### src/rtl/irq_timer_port.sv
// Memory-mapped interrupt source for the cpu4510 bus: 16-bit down-counter,
// software force bits, level irq and nmi outputs, and registered read data.
module irq_timer_port #(
  parameter logic [19:0] BASE      = 20'h0BFF0,
  parameter logic [15:0] RESET_CNT = 16'hFFFF
) (
  input  logic        clk,
  input  logic        reset_n,
  input  logic [19:0] address_next,
  input  logic        write_next,
  input  logic [7:0]  data_i,
  input  logic        ready,
  output logic        sel,
  output logic [7:0]  data_o,
  output logic        irq,
  output logic        nmi
);

  localparam logic [2:0] OFF_CTRL   = 3'd0;
  localparam logic [2:0] OFF_STATUS = 3'd1;
  localparam logic [2:0] OFF_CNT_LO = 3'd2;
  localparam logic [2:0] OFF_CNT_HI = 3'd3;
  localparam logic [2:0] OFF_FORCE  = 3'd4;

  // Bus handshake: an access completes on the rising edge where sel and ready
  // are both 1; write_next picks direction. ready=0 stalls accesses and ticks.
  logic [3:0]  ctrl_q, ctrl_d;
  logic        irq_pend_q, irq_pend_d;
  logic        nmi_pend_q, nmi_pend_d;
  logic [15:0] reload_q, reload_d;
  logic [15:0] cnt_q, cnt_d;
  logic [7:0]  lo_latch_q, lo_latch_d;
  logic [7:0]  data_o_q, data_o_d;
  logic        irq_q, irq_d;
  logic        nmi_q, nmi_d;

  logic [2:0]  off;
  logic        wr;
  logic        rd;
  logic        tick;
  logic        hi_wr;
  logic        expire;
  logic        irq_en;
  logic        nmi_en;
  logic        auto_reload;
  logic        run;
  logic        set_irq;
  logic        set_nmi;
  logic        clr_irq;
  logic        clr_nmi;
  logic [7:0]  rdata;

  assign sel         = (address_next[19:3] == BASE[19:3]);
  assign off         = address_next[2:0];
  assign wr          = sel & ready & write_next;
  assign rd          = sel & ready & ~write_next;
  assign irq_en      = ctrl_q[0];
  assign nmi_en      = ctrl_q[1];
  assign auto_reload = ctrl_q[2];
  assign run         = ctrl_q[3];

  assign tick   = ready & run;
  assign hi_wr  = wr & (off == OFF_CNT_HI);
  // A CNT_HI write landing on the zero tick replaces the count, so no expiry.
  assign expire = tick & (cnt_q == 16'd0) & ~hi_wr;

  assign set_irq = (expire & irq_en) | (wr & (off == OFF_FORCE) & data_i[0]);
  assign set_nmi = (expire & nmi_en) | (wr & (off == OFF_FORCE) & data_i[1]);
  assign clr_irq = wr & (off == OFF_STATUS) & data_i[0];
  assign clr_nmi = wr & (off == OFF_STATUS) & data_i[1];

  always_comb begin
    rdata = 8'h00;
    case (off)
      OFF_CTRL:   rdata = {4'h0, ctrl_q};
      OFF_STATUS: rdata = {6'h00, nmi_pend_q, irq_pend_q};
      OFF_CNT_LO: rdata = cnt_q[7:0];
      OFF_CNT_HI: rdata = cnt_q[15:8];
      default:    rdata = 8'h00;
    endcase
  end

  always_comb begin
    ctrl_d     = ctrl_q;
    reload_d   = reload_q;
    cnt_d      = cnt_q;
    lo_latch_d = lo_latch_q;
    data_o_d   = data_o_q;

    if (expire && !auto_reload) begin
      ctrl_d[3] = 1'b0;
    end
    // A CTRL write takes priority over the expiry clearing run.
    if (wr && (off == OFF_CTRL)) begin
      ctrl_d = data_i[3:0];
    end

    if (wr && (off == OFF_CNT_LO)) begin
      lo_latch_d = data_i;
    end

    if (hi_wr) begin
      reload_d = {data_i, lo_latch_q};
      cnt_d    = {data_i, lo_latch_q};
    end else if (expire) begin
      cnt_d = auto_reload ? reload_q : 16'd0;
    end else if (tick) begin
      cnt_d = cnt_q - 16'd1;
    end

    if (rd) begin
      data_o_d = rdata;
    end

    // Set beats a same-cycle w1c clear.
    irq_pend_d = set_irq | (irq_pend_q & ~clr_irq);
    nmi_pend_d = set_nmi | (nmi_pend_q & ~clr_nmi);

    irq_d = irq_pend_q & irq_en;
    nmi_d = nmi_pend_q & nmi_en;
  end

  always_ff @(posedge clk or negedge reset_n) begin
    if (!reset_n) begin
      ctrl_q     <= 4'h0;
      irq_pend_q <= 1'b0;
      nmi_pend_q <= 1'b0;
      reload_q   <= RESET_CNT;
      cnt_q      <= RESET_CNT;
      lo_latch_q <= 8'h00;
      data_o_q   <= 8'h00;
      irq_q      <= 1'b0;
      nmi_q      <= 1'b0;
    end else begin
      ctrl_q     <= ctrl_d;
      irq_pend_q <= irq_pend_d;
      nmi_pend_q <= nmi_pend_d;
      reload_q   <= reload_d;
      cnt_q      <= cnt_d;
      lo_latch_q <= lo_latch_d;
      data_o_q   <= data_o_d;
      irq_q      <= irq_d;
      nmi_q      <= nmi_d;
    end
  end

  assign data_o = data_o_q;
  assign irq    = irq_q;
  assign nmi    = nmi_q;

endmodule

### config.mk
export PLATFORM = sky130hd
export DESIGN_NAME = irq_timer_port
export DESIGN_NICKNAME = d
export VERILOG_FILES = /design/src/rtl/irq_timer_port.sv
export SDC_FILE = /design/constraint.sdc
export NUM_CORES = 1
export LEC_CHECK = 0
export ABC_AREA = 1
export CORE_UTILIZATION = 50
export DETAILED_ROUTE_END_ITERATION = 16
export GPL_ROUTABILITY_DRIVEN = 0
export PLACE_DENSITY = 0.79
export SLEW_MARGIN = 20
export SYNTH_ARGS = -nofsm -noshare
export SYNTH_HDL_FRONTEND = slang
export SYNTH_SLANG_ARGS = --single-unit
### constraint.sdc
create_clock -name clk -period 1.45 [get_ports clk]
set_input_delay 0.29 -clock clk [delete_from_list [all_inputs] [get_ports clk]]
set_output_delay 0.29 -clock clk [all_outputs]
set_load 0.005 [all_outputs]
==> results of run 1 <==
-- metal layers --
metal	GRT usage, %	vias to the layer above	part of all wire [%]
met5	0	-	0
met4	17.1	0	3.8
li1	-	1613	-
met3	6.15	42	7.8
met1	37.4	1698	38
met2	54.6	220	51
-- cell usage in the layout (no fill, tap or decap), types with 3 or more instances in the layout --
cell	count
nand2_1	172
a22oi_1	4
clkdlybuf4s50_1	11
nor2_1	29
nand2_4	5
buf_12	3
o21ai_0	6
nand3_1	24
buf_6	9
buf_4	54
nand4_1	3
dfrtp_1	24
nor2_2	8
inv_2	10
buf_2	3
inv_1	25
dlygate4sd2_1	19
nor2_4	10
dfstp_2	32
nand2_2	12
clkbuf_8	5
clkdlybuf4s15_1	6
nand3_2	20
xor2_1	8
inv_4	5
nand3_4	5
o21ai_1	10
xnor2_1	3
-- cells in the mapped netlist, drive strengths merged --
cell type | n | area [um^2]
inv | 40 | 153
dfrtp | 24 | 601
clkinv | 1 | 5.00
or2 | 1 | 6.26
a22oi | 4 | 30.0
a221oi | 4 | 35.0
ha | 2 | 25.0
a21oi | 1 | 5.00
clkbuf | 2 | 7.51
xnor2 | 3 | 26.3
buf | 8 | 73.8
o21ai | 16 | 80.1
nand4 | 4 | 40.0
dfstp | 32 | 841
xor2 | 8 | 70.1
nand3 | 49 | 268
nand2 | 189 | 727
nor3 | 5 | 40.0
o22ai | 2 | 12.5
nor2 | 47 | 214
-- worst max-delay path: stages, from the launching register on --
cell and delay [ps]:
dfstp_2 410, inv_4 80, ha_4 150, nand3_4 70, nor2_4 140, nand3_4 120, nor2_4 170, buf_6 170
nand3_2 80, nand2_1 80, nand2_1 60, nand3_1 90
-- metrics by stage --
| stage | total power [mW] | cells | utilization (%) |
|---|---|---|---|
| after floorplan | 1.63 | 442 | - |
| after global placement | 1.81 | 607 | 65.9 |
| after detailed placement | 1.81 | 607 | 65.9 |
| after CTS | 2.72 | 626 | 72.3 |
| after global routing | 2.82 | 629 | 74.9 |
| final | 2.73 | 629 | 74.9 |
-- path summary, 6_finish.rpt --
kind | startpoint | depth (start not counted) | end | slack (ps)
max in group asynchronous | reset_n | 3 | cnt_q[1]$_DFFE_PN1P_ | 660
setup / recovery | cnt_q[0]$_DFFE_PN1P_ | 11 | cnt_q[0]$_DFFE_PN1P_ | -230
setup reg to reg | cnt_q[0]$_DFFE_PN1P_ | 11 | cnt_q[0]$_DFFE_PN1P_ | -230
min in group clk | address_next[2] | 5 | nmi_pend_q$_DFF_PN0_ | 480
hold / removal | reset_n | 3 | data_o[5]$_DFFE_PN0P_ | 480
hold reg to reg | reload_q[5]$_DFFE_PN1P_ | 2 | reload_q[5]$_DFFE_PN1P_ | 480
-- flip-flops by register name, summed over array words and instances, names as in the netlist --
register / cells
cnt_q: 16
ctrl_q: 4
data_o: 8
irq: 1
irq_pend_q: 1
lo_latch_q: 8
nmi: 1
nmi_pend_q: 1
reload_q: 16
-- layout make-up --
type / count / share of cell area [%]
inverter: 41 / 3.63
clock buffer: 5 / 1.46
timing repair buffer: 111 / 21.1
tap: 77 / 2.04
clock inverter: 3 / 0.582
multi-input combinational: 336 / 40.7
sequential: 56 / 30.5
-- power by group through the flow --
stage | logic, mW | registers [mW] | clock network (mW)
floorplan | 0.0371 | 1.59 | 0
global placement | 0.213 | 1.59 | 0
detailed placement | 0.219 | 1.59 | 0
CTS | 0.220 | 1.57 | 0.931
global route | 0.257 | 1.57 | 0.993
finish | 0.237 | 1.57 | 0.929
-- cell families (layout without fill, tap and decap cells) --
family | Yosys count | in the layout | share of synthesized area [%]
compound gates | 27 | 27 | 4.99
xor+xnor | 11 | 11 | 2.96
fa+ha+maj | 2 | 2 | 0.768
buf+inv | 51 | 160 | 7.33
flops | 56 | 56 | 44.2
simple gates | 295 | 296 | 39.7
-- repair_timing --
item                                    CTS  global route
hold buffers                              1             0
pin swaps                                38            24
buffers inserted                          9             6
endpoints found under the setup margin   64            51
hold endpoints to repair                 24             0
gates resized for setup                  99            42
gates cloned                              2             1
==> impl_metrics.ini, run 1 <==
[power]
intPower_mw = 2.04
p_leak_nw = 2.44
swShare_pct = 25.5
power.share.sequential_pct = 57.3
p_switching_mw = 0.697
p_comb_share_pct = 8.7
peakVddDrop_mv = 0.493
clock_power_share_pct = 34.0
power.density_nw_per_um2 = 578

[final_layout]
fillers = 451
drive_gt1_share_pct = 36.4
multiInputGateArea_um2 = 1920
finalNetCount = 585
fin_area_um2 = 4730
diodes = 0
regArea_um2 = 1440
area_growth_pct = 45.1

[global_route]
grt_overflow = 0
grt_usage_pct = 31.9
grt_pass1_wl_mm = 16.1
grt_max_degree = 57
antenna_found_initial = 0
grt_pass1_vias = 3521

[clock_tree]
clock-sinks = 56
insertion_delay_ps = 320
cts_root_buffer = clkbuf_8
cts_tree = done
numCtsBuffers = 5
clockBufferDepth = 2
clk_pin_slew_ps = 110
ctsHtreeMaxLevel = 2

[place]
place_hpwl_mm = 6.67
dpl_cell_area_um2 = 4160
dpl_worst_slack_ps = -640
portBuffers = 42

[route]
dr.pass1.iters = 5
wl_mm = 10.8
ant_nets = 0
routedWlPerCell_um = 17.2
drt_iter0_drc = 382
num_vias = 3573
drc = 0
via_per_inst = 5.68

[floorplan]
die_w_um = 82.7
fp.dieH_um = 82.7
fp-row-count = 29
start_util_pct = 51.6
num_io_pins = 43
dieArea_um2 = 6850
coreArea_um2 = 6310

[status]
violations = negative setup slack
status = finished, violations left

[worst_setup_path]
cp_max_fo = 6
path_class = reg2reg
crit_arrival_ps = 1950
start_kind = register
critPathCaptureType = register
cp.required_ps = 1720

[synth]
syn-num-nets = 476
avgSynthCellArea_um2 = 7.37
synth-seq-cells = 56
ys_seq_area_share_pct = 44.2
ys.warnings.count = 0
synth_cell_types = 33
syn_inst = 442
syn_area_um2 = 3260

[timing]
worstMarginPinSlew_ps = 384
fin_hold_ws_ps = 477
fmax_mhz = 596
finalClockSkew_ps = 9.37
min_period_over_period_pct = 116
maxSlewViolCount = 0
worst_slack_ps = -228
layout_min_cycle_time_ps = 1680
tns_ps = -4010
rsz0062_at_grt = true
hold_viol = 0
finalSetupViolCount = 33
max-slew-margin-rel_pct = 74.4

[hold_path]
timing.hold.worst.class = in2async

[run]
maxCapViolations = 0
Power figures use the tool's default switching activity.
==> inputs of run 2 (changes only) <==
--- a/config.mk
+++ b/config.mk
@@ -14,3 +14,4 @@
 export SYNTH_ARGS = -nofsm -noshare
 export SYNTH_HDL_FRONTEND = slang
 export SYNTH_SLANG_ARGS = --single-unit
+export TNS_END_PERCENT = 1
==> impl_metrics.ini, run 2 (synthesized netlist as in run 1, its figures left out) <==
[status]
status = finished, violations left
violations = negative setup slack

[timing]
min_period_over_period_pct = 110
worstMarginPinSlew_ps = 293
max-slew-margin-rel_pct = 80.4
worst_slack_ps = -147
layout_min_cycle_time_ps = 1600
finalSetupViolCount = 20
fin_hold_ws_ps = 469
fmax_mhz = 626
finalClockSkew_ps = 17.1
maxSlewViolCount = 0
hold_viol = 0
rsz0062_at_grt = true

[worst_setup_path]
crit_buf_inv = 2
cp_common_cell = nand2_1
critPathTopFamily = flip-flops
path_class = reg2reg
start_kind = register
cp_max_fo = 3
setup.worst_path.start = cnt_q[0]$_DFFE_PN1P_
slowest_delay_ps = 550
cp.required_ps = 1730
critPathSlowestCell = dfstp_2
critPathCaptureType = register
crit_arrival_ps = 1870
reg2reg_from = cnt_q[0]$_DFFE_PN1P_
worstPathCellList = inv_2, ha_2, inv_4, nor2_2, nand2_1, xor2_1, nand2_1, nand2_1, nand2_1, nand2_1, nand2_1, nand2_1

[floorplan]
fp-row-count = 29
fp.dieH_um = 82.7
start_util_pct = 51.6
coreArea_um2 = 6310
die_w_um = 82.7
num_io_pins = 43
dieArea_um2 = 6850

[clock_tree]
clock-sinks = 56
clockBufferDepth = 2
ctsHtreeMaxLevel = 2
numCtsBuffers = 5
clk_pin_slew_ps = 120
cts_tree = done
cts_root_buffer = clkbuf_8
insertion_delay_ps = 330

[global_route]
grt_pass1_wl_mm = 15.3
grt_overflow = 0
grt_max_degree = 57
grt_pass1_vias = 3302
grt_usage_pct = 30.6
antenna_found_initial = 0

[route]
drt_iter0_drc = 269
ant_nets = 0
via_per_inst = 5.43
routedWlPerCell_um = 15.5
wl_mm = 9.71
num_vias = 3404
dr.pass1.iters = 5
drc = 0

[final_layout]
finalNetCount = 583
final_cells = 627
fillers = 485
diodes = 0
drive_gt1_share_pct = 32.9
fin_area_um2 = 4540
final_util_pct = 71.8
area_growth_pct = 39.2
final_common_cell = nand2_1
final_cell_mix = nand2_1 (175), buf_4 (58), nand3_1 (41)
reg_top3 = cnt_q (16), reload_q (16)

[run]
maxCapViolations = 0

[hold_path]
timing.hold.worst.class = in2async

[power]
power.density_nw_per_um2 = 609
peakVddDrop_mv = 0.454
p_leak_nw = 2.37

[place]
place_hpwl_mm = 6.78
dpl.cell_count = 611
dpl_cell_area_um2 = 4200
dpl_worst_slack_ps = -648
portBuffers = 42
==> run 2: timing repair <==
item	4_1_cts	5_1_grt
setup buffers	6	1
endpoints found under the setup margin	64	51
pin swaps	14	13
resized for setup	71	30
endpoints found under the hold margin	24	0
hold buffers	1	0
==> run 2: where the power goes <==
group	switching, mW	total, mW	internal (mW)
sequential	0.0000481	1.57	1.57
combinational	0.119	0.237	0.118
clock	0.593	0.960	0.367
==> run 2: stage by stage <==
step,TNS (ps),power [mW]
2_1_floorplan,-39.6,1.63
3_3_place_gp,-25790,1.81
3_5_place_dp,-30690,1.81
4_1_cts,-1220,2.76
5_1_grt,-3640,2.85
6_report,-1550,2.76
==> run 2: worst paths after layout <==
| kind | endpoint | slack, ps | depth (start not counted) |
|---|---|---|---|
| max reg2reg | cnt_q[14]$_DFFE_PN1P_ | -150 | 12 |
| min reg2reg | reload_q[2]$_DFFE_PN1P_ | 480 | 2 |
| max | cnt_q[14]$_DFFE_PN1P_ | -150 | 12 |
| min in group clk | reload_q[2]$_DFFE_PN1P_ | 480 | 2 |
| min | data_o[5]$_DFFE_PN0P_ | 470 | 3 |
| max in group asynchronous | cnt_q[7]$_DFFE_PN1P_ | 680 | 3 |
==> run 2: metal layers <==
| layer | wire [um] | vias up | share of wire [%] | global-route usage, % |
|---|---|---|---|---|
| li1 | - | 1613 | - | - |
| met1 | 3920 | 1612 | 40 | 36.3 |
| met2 | 4800 | 146 | 49 | 51.3 |
| met3 | 620 | 33 | 6.4 | 6.37 |
| met4 | 374 | 0 | 3.9 | 16.9 |
| met5 | 0 | - | 0 | 0 |
==> run 2: tightest hold or removal path, cell delays in order <==
cell and delay (ps):
dlygate4sd3_1 510, buf_2 120, buf_12 270
==> run 2: final cells by class <==
cell class / instances / area, um^2 / share of cell area, %
Multi-Input combinational cell: 335 / 1770 / 39.0
Sequential cell: 56 / 1440 / 31.8
Timing Repair Buffer: 110 / 968 / 21.4
Inverter: 41 / 163 / 3.59
Tap cell: 77 / 96.3 / 2.12
Clock buffer: 5 / 68.8 / 1.52
Clock inverter: 3 / 28.8 / 0.634
